--- src/rtl/seg_pkg.sv ---
// Shared constants for the multiplexed seven-segment display.
// Segment codes are {g,f,e,d,c,b,a}, active-low.
package seg_pkg;

   localparam logic [6:0] SEG_0     = 7'b1000000;
   localparam logic [6:0] SEG_1     = 7'b1111001;
   localparam logic [6:0] SEG_2     = 7'b0100100;
   localparam logic [6:0] SEG_3     = 7'b0110000;
   localparam logic [6:0] SEG_4     = 7'b0011001;
   localparam logic [6:0] SEG_5     = 7'b0010010;
   localparam logic [6:0] SEG_6     = 7'b0000010;
   localparam logic [6:0] SEG_7     = 7'b1111000;
   localparam logic [6:0] SEG_8     = 7'b0000000;
   localparam logic [6:0] SEG_9     = 7'b0011000;
   localparam logic [6:0] SEG_A     = 7'b0001000;
   localparam logic [6:0] SEG_B     = 7'b0000011;
   localparam logic [6:0] SEG_C     = 7'b1000110;
   localparam logic [6:0] SEG_D     = 7'b0100001;
   localparam logic [6:0] SEG_E     = 7'b0000110;
   localparam logic [6:0] SEG_F     = 7'b0001110;
   localparam logic [6:0] SEG_BLANK = 7'b1111111;

   // Hex nibble to active-low segment pattern.
   function automatic logic [6:0] seg_lookup(input logic [3:0] nib);
      logic [6:0] code;
      case (nib)
         4'h0:    code = SEG_0;
         4'h1:    code = SEG_1;
         4'h2:    code = SEG_2;
         4'h3:    code = SEG_3;
         4'h4:    code = SEG_4;
         4'h5:    code = SEG_5;
         4'h6:    code = SEG_6;
         4'h7:    code = SEG_7;
         4'h8:    code = SEG_8;
         4'h9:    code = SEG_9;
         4'hA:    code = SEG_A;
         4'hB:    code = SEG_B;
         4'hC:    code = SEG_C;
         4'hD:    code = SEG_D;
         4'hE:    code = SEG_E;
         default: code = SEG_F;
      endcase
      return code;
   endfunction

endpackage

--- src/rtl/seg_decode.sv ---
// Combinational nibble decoder with a blank override.
module seg_decode
   import seg_pkg::*;
(
   input  logic [3:0] nibble,
   input  logic       blank,
   output logic [6:0] seg_c
);

   always_comb begin
      seg_c = SEG_BLANK;
      if (!blank) begin
         seg_c = seg_lookup(nibble);
      end
   end

endmodule

--- src/rtl/seg_scan_display.sv ---
// Time-multiplexed hex display driver with ghost blanking, frame-synchronous
// data update and optional leading-zero suppression.
module seg_scan_display
   import seg_pkg::*;
#(
   parameter int unsigned NUM_DIGITS = 4,
   parameter int unsigned CLK_DIV    = 50000,
   parameter int unsigned GHOST_CYC  = 2
) (
   input  logic                    clk,
   input  logic                    rst_n,
   input  logic                    enable,
   input  logic                    load,
   input  logic [4*NUM_DIGITS-1:0] data_in,
   input  logic [NUM_DIGITS-1:0]   dp_in,
   input  logic                    lz_blank,
   output logic [6:0]              seg_out,
   output logic                    dp_out,
   output logic [NUM_DIGITS-1:0]   dig_sel,
   output logic                    frame_done
);

   localparam int unsigned DW = 4 * NUM_DIGITS;
   localparam int unsigned CW = (CLK_DIV > 1) ? $clog2(CLK_DIV) : 1;
   localparam int unsigned IW = (NUM_DIGITS > 1) ? $clog2(NUM_DIGITS) : 1;

   logic [CW-1:0]         cnt;
   logic [IW-1:0]         idx;
   logic [DW-1:0]         shadow_data;
   logic [DW-1:0]         active_data;
   logic [NUM_DIGITS-1:0] shadow_dp;
   logic [NUM_DIGITS-1:0] active_dp;

   logic                  slot_end_c;
   logic                  last_digit_c;
   logic                  frame_wrap_c;
   logic                  ghost_c;
   logic                  commit_c;
   logic                  zero_above_c;
   logic [3:0]            sel_nib_c;
   logic                  sel_dp_c;
   logic                  sel_blank_c;
   logic [NUM_DIGITS-1:0] dig_nxt_c;
   logic [6:0]            dec_seg_c;

   assign slot_end_c   = (cnt == CW'(CLK_DIV - 1));
   assign last_digit_c = (idx == IW'(NUM_DIGITS - 1));
   assign frame_wrap_c = enable && slot_end_c && last_digit_c;
   assign ghost_c      = (cnt < CW'(GHOST_CYC));
   // Active data may change only between frames, or freely while dark.
   assign commit_c     = frame_wrap_c || !enable;

   // Slot counter and digit index.
   always_ff @(posedge clk or negedge rst_n) begin
      if (!rst_n) begin
         cnt <= '0;
         idx <= '0;
      end else if (!enable) begin
         cnt <= '0;
         idx <= '0;
      end else if (slot_end_c) begin
         cnt <= '0;
         idx <= last_digit_c ? '0 : idx + IW'(1);
      end else begin
         cnt <= cnt + CW'(1);
      end
   end

   // Shadow/active double buffer; a load on the commit cycle bypasses shadow.
   always_ff @(posedge clk or negedge rst_n) begin
      if (!rst_n) begin
         shadow_data <= '0;
         shadow_dp   <= '0;
         active_data <= '0;
         active_dp   <= '0;
      end else begin
         if (load) begin
            shadow_data <= data_in;
            shadow_dp   <= dp_in;
         end
         if (commit_c) begin
            active_data <= load ? data_in : shadow_data;
            active_dp   <= load ? dp_in   : shadow_dp;
         end
      end
   end

   // Digit mux; scans from the top so each digit knows if all above it are zero.
   always_comb begin
      zero_above_c = 1'b1;
      sel_nib_c    = 4'h0;
      sel_dp_c     = 1'b0;
      sel_blank_c  = 1'b0;
      dig_nxt_c    = '1;
      for (int i = NUM_DIGITS - 1; i >= 0; i--) begin
         zero_above_c = zero_above_c && (active_data[4*i +: 4] == 4'h0);
         if (idx == IW'(i)) begin
            sel_nib_c    = active_data[4*i +: 4];
            sel_dp_c     = active_dp[i];
            sel_blank_c  = lz_blank && zero_above_c && (i != 0);
            dig_nxt_c[i] = 1'b0;
         end
      end
   end

   seg_decode u_decode (
      .nibble (sel_nib_c),
      .blank  (sel_blank_c),
      .seg_c  (dec_seg_c)
   );

   // Registered display outputs, one cycle behind counter/index.
   always_ff @(posedge clk or negedge rst_n) begin
      if (!rst_n) begin
         seg_out    <= SEG_BLANK;
         dp_out     <= 1'b1;
         dig_sel    <= '1;
         frame_done <= 1'b0;
      end else begin
         frame_done <= frame_wrap_c;
         if (!enable || ghost_c) begin
            seg_out <= SEG_BLANK;
            dp_out  <= 1'b1;
            dig_sel <= '1;
         end else begin
            seg_out <= dec_seg_c;
            dp_out  <= ~sel_dp_c;
            dig_sel <= dig_nxt_c;
         end
      end
   end

endmodule

--- config.mk ---
export PLATFORM = sky130hd
export DESIGN_NAME = seg_scan_display
export DESIGN_NICKNAME = d
export VERILOG_FILES = /design/src/rtl/seg_pkg.sv /design/src/rtl/seg_decode.sv /design/src/rtl/seg_scan_display.sv
export SDC_FILE = /design/constraint.sdc
export NUM_CORES = 1
export LEC_CHECK = 0
export CORE_MARGIN = 2
export CORE_UTILIZATION = 60
export CTS_CLUSTER_DIAMETER = 40
export DETAILED_ROUTE_END_ITERATION = 8
export PLACE_DENSITY = 0.84
export SLEW_MARGIN = 15
export SYNTH_ARGS = -nofsm -noshare
export SYNTH_HDL_FRONTEND = slang
export SYNTH_SLANG_ARGS = --single-unit
--- constraint.sdc ---
create_clock -name clk -period 8 [get_ports clk]
set_input_delay 1.6 -clock clk [delete_from_list [all_inputs] [get_ports clk]]
set_output_delay 1.6 -clock clk [all_outputs]
set_load 0.005 [all_outputs]
# Word-level counts from Yosys, hierarchy flattened
# Memory sizes are Yosys's and may differ from the RTL's.
# Cells that the tools add are included.
# classes
mux	27
n_eq_ne	5
bitwise	1
add_sub_neg	2
reduce_logical	14
order_cmp	1
# ops
operator	count
$mux 16	3
$mux 4	6
$add 16x1->16 const B	1
$eq 16x16->1 const B	1
$lt 16x2->1 const B	1
$mux 7	2
$mux 1	13
$logic_not 4->1	3
$logic_and 1x1->1	7
$mux 2	3
$eq 2x2->1 const B	2
$add 2x1->2 const B	1
$eq 2x1->1 const B	1
$logic_not 2->1	1
$logic_or 1x1->1	2
$ne 2x1->1 const B	1
$logic_not 1->1	1
$not 1->1	1
# word_totals
rom_bits	112
word_cells	61
output_inout_bits	13
reg_bits	71
inputBits	25
mem_count	1
# mem_list
memory	depth	word_bits	rd	rd_ports_with_merged_regs	wr	line	rtl
(name not given)	16	7	1	0	0	seg_pkg.sv:26	case (nib)

# Depth between registers and ports, before layout
# logic_depth
word_depth	8
depth_mapped	11
ltp_nobuf	10

# Hierarchy
# From an unflattened synthesis, not the netlist that was laid out.
# unflattened
cells_unflattened	291
area_unflattened_um2	3354.5
# by_module_without_submodules
module	cells_per_inst	seq_area_each_um2	area_per_inst_um2	n_inst
seg_scan_display	253	1791.7	3060.4	1
seg_decode	38	0.0	294.0	1

# Least setup slack after synthesis
# Ideal clock, no wire load.
# synth_timing
path_kind	in2reg
startpoint	input load
endpoint	register active_data[0]
arrival_ns	2.555
path_buffers	1
stages	3
path_slack_ns	5.320
required_time_ns	7.875
setup_time_ns	0.125
path_cell_list	clkbuf_1 > mux2_2 > mux2_4
# synth_via
elab_chain_cells	1
# synth_rtl
element	line	rtl
from (decl)	seg_scan_display.sv:13	input logic load,
$mux 16	n/a	
to (signal assigned)	seg_scan_display.sv:82	active_data <= load ? data_in : shadow_data;
to (decl)	seg_scan_display.sv:30	logic [DW-1:0] active_data;
# Every way passes these cells.
# A chain may end at the register's enable or synchronous reset.

# Final worst setup path
# layout_timing
startpoint	input load
endpoint	register active_data[11]
# Same word-level chain as after synthesis.

==> flow_summary_export.csv <==
group,metric,value,unit
cells_and_area,area_growth,16.8,%
detailed_routing,wire_per_inst,15.9,microns
die,io_pins,38,
pwr,finalPower,0.000786,W
yosys,netlist-cell-type-count,46,
critical_path,crit_path_start_kind,"input pin",
cts,post_cts_resized,0,
pwr,ir_drop,0.000153,V
cts,cts_max_level,3,
cts,clk_pin_slew_worst_paths,0.07,ns
critical_path,r2r_start,"idx[0]",
yosys,synthArstFlopShare,1.00,
timing,fin_crit_sh,0.397,
timing,fmax,315,MHz
global_route,antenna_found_initial,0,
critical_path,slowest_stage,"clkdlybuf4s50_1",
cts,cts_made_buffers,9,
pwr,powerDensity,198,nW/um^2
cts,cts-root-buf,"clkbuf_8",
yosys,synthesis.nets,310,
timing,drv_slew,0,
die,dieArea,6280,sq um
yosys,yosys.area.top_type_share,0.435,
detailed_routing,drc,0,
critical_path,critPathArrivalTime,3.41,ns
hold_path,hold_class,"reg2reg",
cts,cts.sinks,71,
timing,maxSlewHeadroom,0.362,
cells_and_area,fin_nets,350,
cts,clockBufferDepth,2,
critical_path,crit_family,"buffers and inverters",
yosys,syn_area,3400,sq um
pwr,power_leakage,1.70,nW
detailed_routing,ant_nets,0,
critical_path,worstSetupEndpointType,"register",
global_route,grt_max_degree,72,
yosys,synth-seq-area-share,0.528,
critical_path,criticalPathCategory,"in2reg",
global_route,grtUsageTotal,0.224,
cts,clock_latency,0.35,ns
cts,cts_hold_buf,0,
timing,worst-slew-pin-transition,0.954,ns
global_route,grt_pass1_wl,10600,microns
timing,tns,0,ns
yosys,synth_seq_cells,71,
yosys,synth_area_leader_cell,"dfrtp_1",
yosys,avgSynthCellArea,12.4,sq um
detailed_routing,drt_pass1_iterations,4,
die,die_height,79.2,microns
place,gp_congestion,0.842,
critical_path,crit_start,"load",
timing,fin_skew,0.00596,ns
yosys,ys_top_cells_by_area,"dfrtp_1 (43%), dfstp_2 (9.3%), mux2_4 (8.8%), mux2_2 (6.6%), ha_1 (4.1%)",
critical_path,crit_fanout,20,
place,io_buffers,37,
detailed_routing,drtIter0Drc,122,
critical_path,path_buf_inv,1,
yosys,synth_flop_cell,"dfrtp_1",
die,rows,27,
flow_run,maxCapViolCount,0,
die,core_area,5470,sq um
detailed_routing,wl,6220,microns
yosys,yosysWarnings,0,
timing,fin_crit,3.18,ns
place,hpwl,4250,microns
timing,hold_viol_final,0,
critical_path,crit_chain,"clkdlybuf4s50_1 > mux2_2 > mux2_4",
cells_and_area,diodes,0,
critical_path,max_stage_delay,1.10,ns
die,initial_core_util,0.620,
die,die_w,79.2,microns
detailed_routing,routed-via-count,2193,
cts,cts_tree,"yes",
detailed_routing,vias_per_cell,5.61,
hold_path,hold_start,"cnt[0]",
yosys,synth_edf_count,0,
critical_path,cp.required,8.23,ns
cells_and_area,drive_above_1_share,0.232,
timing,setup_viol,0,
outcome,status,"complete, no violations",
global_route,grt_pass1_vias,2215,
cts,cts_setup_buffers,0,
yosys,syn_inst,274,
timing,rsz0062_at_grt,"false",
global_route,grt-ovfl-total,0,
-- cells in the mapped netlist, types with 2 or more instances --
| cell | count |
|---|---|
| dfrtp_1 | 59 |
| nor2_1 | 21 |
| mux2_2 | 20 |
| mux2_4 | 20 |
| nand2_1 | 18 |
| inv_1 | 14 |
| dfstp_2 | 12 |
| ha_1 | 11 |
| xnor2_1 | 11 |
| nand3_1 | 8 |
| clkbuf_1 | 7 |
| mux2i_1 | 6 |
| nor3_1 | 6 |
| a211oi_1 | 5 |
| nor2b_1 | 5 |
| a21oi_1 | 4 |
| nor4_1 | 4 |
| o221ai_1 | 4 |
| a211o_1 | 3 |
| xor2_1 | 3 |
| a221oi_1 | 2 |
| buf_12 | 2 |
| nand3b_1 | 2 |
| nor3b_1 | 2 |
| o211ai_1 | 2 |
| o21a_1 | 2 |
| or3_1 | 2 |
-- per-layer routing --
| layer | routed length (microns) | vias up | GRT usage |
|---|---|---|---|
| met5 | 0 | - | 0 |
| met4 | 100 | 0 | 0.0672 |
| met3 | 395 | 10 | 0.0773 |
| met2 | 3000 | 64 | 0.350 |
| met1 | 2720 | 1080 | 0.297 |
| li1 | - | 1039 | - |
-- layout make-up --
cell class	count	area, sq um
Timing Repair Buffer	39	380
Sequential cell	71	1790
Multi-Input combinational cell	179	1470
Inverter	14	52.6
Tap cell	72	90.1
Clock buffer	13	159
Clock inverter	3	17.5
Fill cell	387	1510
-- path summary, 6_finish.rpt --
check	to	slack [ns]	depth (start not counted)
max	active_data[11]	4.82	3
min	cnt[0]	0.49	1
max reg2reg	seg_out[3]	5.17	10
min reg2reg	cnt[0]	0.49	1
max in group asynchronous	shadow_dp[1]	6.02	2
min in group asynchronous	shadow_data[9]	1.44	2
-- where the power goes --
part,switching (W),internal (W)
combinational,0.0000536,0.0000685
sequential,0.0000184,0.000393
clock,0.000124,0.000129
total,0.000196,0.000590
-- metrics by stage --
stage          hold slack, ns  setup slack, ns   util  cells  instance area (sq um)
2_1_floorplan           0.455             5.32      -    274                   3400
3_3_place_gp            0.475             4.45  0.692    375                   3790
3_5_place_dp            0.476             4.43  0.692    375                   3790
4_1_cts                 0.487             4.80  0.725    391                   3970
5_1_grt                 0.509             4.71  0.725    391                   3970
6_report                0.491             4.82  0.725    391                   3970
-- cell usage in the layout (no fill, tap or decap), types with 2 or more instances in the layout --
| cell type | count |
|---|---|
| dfrtp_1 | 59 |
| clkdlybuf4s50_1 | 36 |
| nor2_1 | 21 |
| mux2_2 | 20 |
| mux2_4 | 20 |
| nand2_1 | 18 |
| inv_1 | 14 |
| dfstp_2 | 12 |
| xnor2_1 | 11 |
| ha_1 | 11 |
| clkbuf_8 | 11 |
| nand3_1 | 8 |
| mux2i_1 | 6 |
| nor3_1 | 6 |
| nor2b_1 | 5 |
| a211oi_1 | 5 |
| a21oi_1 | 4 |
| nor4_1 | 4 |
| o221ai_1 | 4 |
| a211o_1 | 3 |
| xor2_1 | 3 |
| a221oi_1 | 2 |
| nand3b_1 | 2 |
| nor3b_1 | 2 |
| o21a_1 | 2 |
| o211ai_1 | 2 |
| or3_1 | 2 |
| clkinv_2 | 2 |
| clkbuf_1 | 2 |
| buf_4 | 2 |
-- cell families after synthesis --
kind of cell,Yosys count,share of synthesized area
AOI/OAI and AO/OA,30,0.0689
xor gates and xnor gates,14,0.0361
adders and majority gates,11,0.0405
buffers and inverters,24,0.0383
DFF,71,0.528
muxes,46,0.172
and+or+nand+nor,78,0.116
-- state kept, by name (all words and copies together) (netlist names), 2 cells and up --
signal and count:
active_data 16, active_dp 4, cnt 16, dig_sel 4
idx 2, seg_out 7, shadow_data 16, shadow_dp 4
No activity file was read; power rests on OpenSTA's default activity.
